[config.mk]
export PLATFORM = sky130hd
export DESIGN_NAME = reset_release_sequencer
export DESIGN_NICKNAME = d
export VERILOG_FILES = /design/src/rtl/reset_seq_pkg.sv /design/src/rtl/rst_seq_counter.sv /design/src/rtl/reset_release_sequencer.sv
export SDC_FILE = /design/constraint.sdc
export NUM_CORES = 1
export LEC_CHECK = 0
export CAP_MARGIN = 40
export CORE_UTILIZATION = 45
export DETAILED_ROUTE_END_ITERATION = 16
export PLACE_DENSITY = 0.82
export SLEW_MARGIN = 20
export SYNTH_ARGS = -nofsm -noshare
export SYNTH_HDL_FRONTEND = slang
export SYNTH_SLANG_ARGS = --single-unit
[constraint.sdc]
create_clock -name clk -period 1.9 [get_ports clk]
set_input_delay 0.19 -clock clk [delete_from_list [all_inputs] [get_ports clk]]
set_output_delay 0.19 -clock clk [all_outputs]
set_load 0.05 [all_outputs]
[src/rtl/reset_seq_pkg.sv]
// reset_seq_pkg: state encoding and default timing constants for the reset release sequencer.
package reset_seq_pkg;

    typedef enum logic [2:0] {
        ST_ASSERT_ALL = 3'd0,
        ST_HOLD       = 3'd1,
        ST_WAIT_ACK   = 3'd2,
        ST_DONE       = 3'd3,
        ST_ERROR      = 3'd4
    } state_t;

    localparam int DEF_HOLD_CYCLES    = 8;
    localparam int DEF_TIMEOUT_CYCLES = 255;

endpackage

[src/rtl/rst_seq_counter.sv]
// rst_seq_counter: cycle counter with clear/enable and terminal-count compare against a runtime limit.
module rst_seq_counter #(
    parameter int CNT_W = 8
) (
    input  logic             clk,
    input  logic             rst,
    input  logic             clr,
    input  logic             en,
    input  logic [CNT_W-1:0] limit,
    output logic             tc
);

    logic [CNT_W-1:0] cnt;

    always_ff @(posedge clk)
        if (rst || clr) cnt <= '0;
        else if (en)    cnt <= cnt + 1'b1;

    assign tc = cnt == limit;

endmodule

[src/rtl/reset_release_sequencer.sv]
// reset_release_sequencer: releases downstream active-low resets one stage at a time,
// holding each for a fixed time and waiting (with timeout) for its ready acknowledge.
module reset_release_sequencer
    import reset_seq_pkg::*;
#(
    parameter int NUM_STAGES     = 4,
    parameter int HOLD_CYCLES    = DEF_HOLD_CYCLES,
    parameter int TIMEOUT_CYCLES = DEF_TIMEOUT_CYCLES,
    parameter int CNT_W          = 8,
    localparam int IW            = (NUM_STAGES > 1) ? $clog2(NUM_STAGES) : 1
) (
    input  logic                  clk,
    input  logic                  rst,
    input  logic                  sw_rst_req,
    input  logic [NUM_STAGES-1:0] stage_ready,
    output logic [NUM_STAGES-1:0] stage_rst_n,
    output logic                  busy,
    output logic                  seq_done,
    output logic                  seq_error,
    output logic [IW-1:0]         err_stage
);

    state_t        state;
    logic [IW-1:0] idx;
    logic          tc;

    wire hold_st = state == ST_ASSERT_ALL || state == ST_HOLD;
    wire wait_st = state == ST_WAIT_ACK;
    wire ack     = stage_ready[idx];
    wire last    = idx == IW'(NUM_STAGES - 1);

    // One counter serves both the hold interval and the ack timeout.
    rst_seq_counter #(.CNT_W(CNT_W)) u_cnt (
        .clk   (clk),
        .rst   (rst),
        .clr   (sw_rst_req || ((hold_st || wait_st) && tc) || (wait_st && ack)),
        .en    (hold_st || wait_st),
        .limit (wait_st ? CNT_W'(TIMEOUT_CYCLES - 1) : CNT_W'(HOLD_CYCLES - 1)),
        .tc    (tc)
    );

    always_ff @(posedge clk) begin
        if (rst || sw_rst_req) begin
            state       <= ST_ASSERT_ALL;
            idx         <= '0;
            stage_rst_n <= '0;
            busy        <= 1'b1;
            seq_done    <= 1'b0;
            seq_error   <= 1'b0;
            err_stage   <= '0;
        end else begin
            case (state)
                ST_ASSERT_ALL, ST_HOLD:
                    if (tc) begin
                        stage_rst_n[idx] <= 1'b1;
                        state            <= ST_WAIT_ACK;
                    end
                ST_WAIT_ACK:
                    // An ack on the timeout edge takes precedence over the error.
                    if (ack && last) begin
                        state    <= ST_DONE;
                        seq_done <= 1'b1;
                        busy     <= 1'b0;
                    end else if (ack) begin
                        idx   <= idx + 1'b1;
                        state <= ST_HOLD;
                    end else if (tc) begin
                        state            <= ST_ERROR;
                        seq_error        <= 1'b1;
                        err_stage        <= idx;
                        busy             <= 1'b0;
                        stage_rst_n[idx] <= 1'b0;
                    end
                default: ;
            endcase
        end
    end

endmodule
==> impl_summary.log <==
INFO  metric report.final.slew_viol_count = 0
INFO  metric post-route-period-util = 0.951
INFO  metric cts.path.max_buffers = 2
INFO  metric yosysTopAreaCellShare = 0.369
INFO  metric fmaxAchievable = 553 MHz
INFO  metric place.port_buffers = 15
INFO  metric numCtsBuffers = 3
INFO  metric drt_wl_total = between 2 and 3 mm
INFO  metric finalPower = ~0.72 mW
INFO  metric floorplan.core_area = 2500 sq um
INFO  metric critical-path-max-stage-delay = 0.52 ns
INFO  metric start_util = 0.477
INFO  metric drtPass1Iterations = 4
INFO  metric globalRouteTotalUtil = 0.202
INFO  metric critical_path.startpoint_type = flop
INFO  metric post-dp-hpwl = 1.99 mm
INFO  metric cts_setup_buffers = 0
INFO  metric relative_slew_slack = 0.670
INFO  metric post_synth_most_frequent_cells = 22 x sky130_fd_sc_hd__dfxtp_1, 9 x sky130_fd_sc_hd__nor3_1, 8 x sky130_fd_sc_hd__inv_1, 6 x sky130_fd_sc_hd__nand2_1, 6 x sky130_fd_sc_hd__xor2_1
INFO  metric via_count = 993
INFO  metric hold_path_depth = 2
INFO  metric yosys.area.top_type = sky130_fd_sc_hd__dfxtp_1
INFO  metric post-synth-top-count-cell = sky130_fd_sc_hd__dfxtp_1
INFO  metric postCtsResizedCells = 0
INFO  metric critical_path_depth = 4
INFO  metric core.rowCount = 18
INFO  metric setup.worst_path.class = reg2reg
INFO  metric setup_viols_final = 0
INFO  metric cellLeakagePower = around 0.53 nW
INFO  metric critical_path.cell_chain = or4_4, or4_4, mux2i_4, nor3_1
INFO  metric syn-num-nets = between 100 and 150
INFO  metric routed_wire_length_per_instance = around 15 microns
INFO  metric final_layout_size_suffix_gt1_frac = 0.234
INFO  metric place_congestion = 0.822
INFO  metric postSynthAreaPerCell = between 10 and 15 sq um
INFO  metric die_w = 53.5 microns
INFO  metric worst-slew-pin-transition = 0.493 ns
INFO  metric crit_arrival = 1.99 ns
INFO  metric stdcell_area = 1470 sq um
INFO  metric worstSkewPairLatency = ~0.30 ns
INFO  metric via_per_inst = roughly 5.8
INFO  metric status = finished clean
INFO  metric pre_cts_ws = -0.148 ns
INFO  metric yosys_register_bits = 22
INFO  metric synth.area.top_cells = sky130_fd_sc_hd__dfxtp_1 37%, sky130_fd_sc_hd__ha_1 5.2%, sky130_fd_sc_hd__a221oi_2 5.0%
INFO  metric post_dp_cell_area = 1440 sq um
INFO  metric cts-root-buf = sky130_fd_sc_hd__clkbuf_4
INFO  metric hold_viol_final = 0
INFO  metric power_per_cell_area = between 400 and 500 nW/um^2
INFO  metric drc = 0
INFO  metric grt_first_pass_wirelength = 4.13 mm
INFO  metric tritoncts_clock_tree = built
INFO  metric first_global_vias = around 970
INFO  metric required_time_worst_endpoint = 2.09 ns
INFO  metric timing.hold.worst.class = reg2reg
INFO  metric drt.antenna.violating_nets = 0
INFO  metric path_buf_inv = 0
INFO  metric die_area = 2860 sq um
INFO  metric layout_setup_ws = 0.0927 ns
INFO  metric synth_seq_area_share = 0.369
INFO  metric place.detailed.instances = 168
INFO  metric max-cap-violations = 0
INFO  metric grt_max_degree = 18
INFO  metric num_io_pins = 16
INFO  metric worst_path_dominant_cell_family = simple AND/OR/NAND/NOR gates
INFO  metric die_outline_height = 53.5 microns
INFO  metric timing.critical_path.slowest_stage_cell = sky130_fd_sc_hd__or4_4
INFO  metric cts.hold.buffers_added = 0
INFO  metric yosys_warning_total = 0
INFO  metric rsz0062_at_grt = no
INFO  metric dominantRegCellSynth = sky130_fd_sc_hd__dfxtp_1
INFO  metric num-nets-final = 155
INFO  metric grt.overflow.total = 0
INFO  metric worst-path-max-fanout = 8
INFO  metric nFillCells = 231
INFO  metric grt_antenna_before_repair = 0
INFO  metric synth_cells = between 100 and 150
INFO  metric numClockSinks = 22
INFO  metric fraction_of_registers_with_async_set_reset = 0
INFO  metric worst_setup_path_end_kind = flop
INFO  metric ir_worst_vdd = 0.000418 V
INFO  metric multiInputGateArea = 714 sq um
INFO  metric cts_max_level = 1
INFO  metric r2r_cells = 4
INFO  metric syn-cell-area = ~1200 sq um
INFO  metric insertedDiodeCount = 0
INFO  metric synth_enable_flop_cells = 0
INFO  metric worst_clock_skew = 0.00304 ns
INFO  metric initialDrtViolationCount = 17
INFO  metric period_minus_slack = 1.81 ns
INFO  metric clk_slew_on_worst_s_h_paths = 0.11 ns
INFO  metric netlist-cell-type-count = 41
INFO  metric final-seq-area = 443 sq um
INFO  metric final_cell_count_no_fill = ~170
INFO  metric synthToLayoutAreaGrowth = 22.9%
INFO  metric critical_path.most_common_cell = sky130_fd_sc_hd__or4_4
-- cell families after synthesis --
kind of cell | share of synthesized area
compound gates | 0.167
xor+xnor | 0.0588
fa+ha+maj | 0.0525
buf+inv | 0.0315
flops | 0.369
mux | 0.0546
simple gates | 0.267
-- through the flow --
stage / utilization / hold WS, ns / TNS, ns
2_1_floorplan: - / 0.329 / 0
3_3_place_gp: 0.576 / 0.434 / -0.971
3_5_place_dp: 0.576 / 0.444 / -1.28
4_1_cts: 0.585 / 0.459 / 0
5_1_grt: 0.586 / 0.494 / 0
6_report: 0.586 / 0.457 / 0
-- where the power goes --
group,switching [mW],leakage (nW),internal (mW)
Combinational,0.0220,0.340,0.0247
Sequential,0.00133,0.178,0.463
Clock,0.134,0.0138,0.0741
Total,0.157,0.533,0.562
-- worst min-delay path, delay by kind of cell (launching register included) --
kind                   cells  cell delay [ns]
DFF                        1             0.33
buffers and inverters      1             0.05
AOI/OAI and AO/OA          1             0.05
-- layer usage --
layer  GRT usage  part of all wire  wire length, microns  up-vias
met2       0.388              0.54                  1360       28
met1       0.212              0.42                  1040      483
met5           0                 0                     0        -
met4      0.0833            0.0056                    14        0
li1            -                 -                     -      480
met3      0.0316             0.037                    93        2
-- layout make-up --
| type | instances | area share |
|---|---|---|
| Sequential cell | 22 | 0.302 |
| Clock buffer | 3 | 0.0154 |
| Timing Repair Buffer | 24 | 0.149 |
| Tap cell | 30 | 0.0256 |
| Multi-Input combinational cell | 84 | 0.488 |
| Inverter | 8 | 0.0205 |
-- cell usage in the layout (no fill, tap or decap), types with 2 or more instances in the layout --
cell	instances
sky130_fd_sc_hd__a21o_1	2
sky130_fd_sc_hd__a21oi_1	4
sky130_fd_sc_hd__a221oi_2	4
sky130_fd_sc_hd__buf_4	9
sky130_fd_sc_hd__clkbuf_4	3
sky130_fd_sc_hd__clkdlybuf4s50_1	15
sky130_fd_sc_hd__dfxtp_1	20
sky130_fd_sc_hd__dfxtp_2	2
sky130_fd_sc_hd__ha_1	5
sky130_fd_sc_hd__inv_1	8
sky130_fd_sc_hd__mux2i_1	2
sky130_fd_sc_hd__nand2_1	6
sky130_fd_sc_hd__nand3_1	2
sky130_fd_sc_hd__nand3b_1	2
sky130_fd_sc_hd__nand4_1	5
sky130_fd_sc_hd__nor2_1	3
sky130_fd_sc_hd__nor3_1	9
sky130_fd_sc_hd__nor3b_2	2
sky130_fd_sc_hd__o211ai_1	5
sky130_fd_sc_hd__o21a_1	2
sky130_fd_sc_hd__o21ai_0	2
sky130_fd_sc_hd__or4_4	2
sky130_fd_sc_hd__xnor2_1	2
sky130_fd_sc_hd__xor2_1	6
-- final timing paths --
path                                                start  slack, ns                   endpoint
worst max-delay path            u_cnt.cnt[3]$_SDFFE_PP0P_       0.09  u_cnt.cnt[5]$_SDFFE_PP0P_
worst max register to register  u_cnt.cnt[3]$_SDFFE_PP0P_       0.09  u_cnt.cnt[5]$_SDFFE_PP0P_
worst min-delay path                seq_done$_SDFFE_PP0P_       0.46      seq_done$_SDFFE_PP0P_
worst min register to register      seq_done$_SDFFE_PP0P_       0.46      seq_done$_SDFFE_PP0P_
Note: power is estimated with default switching activity, not from simulation.
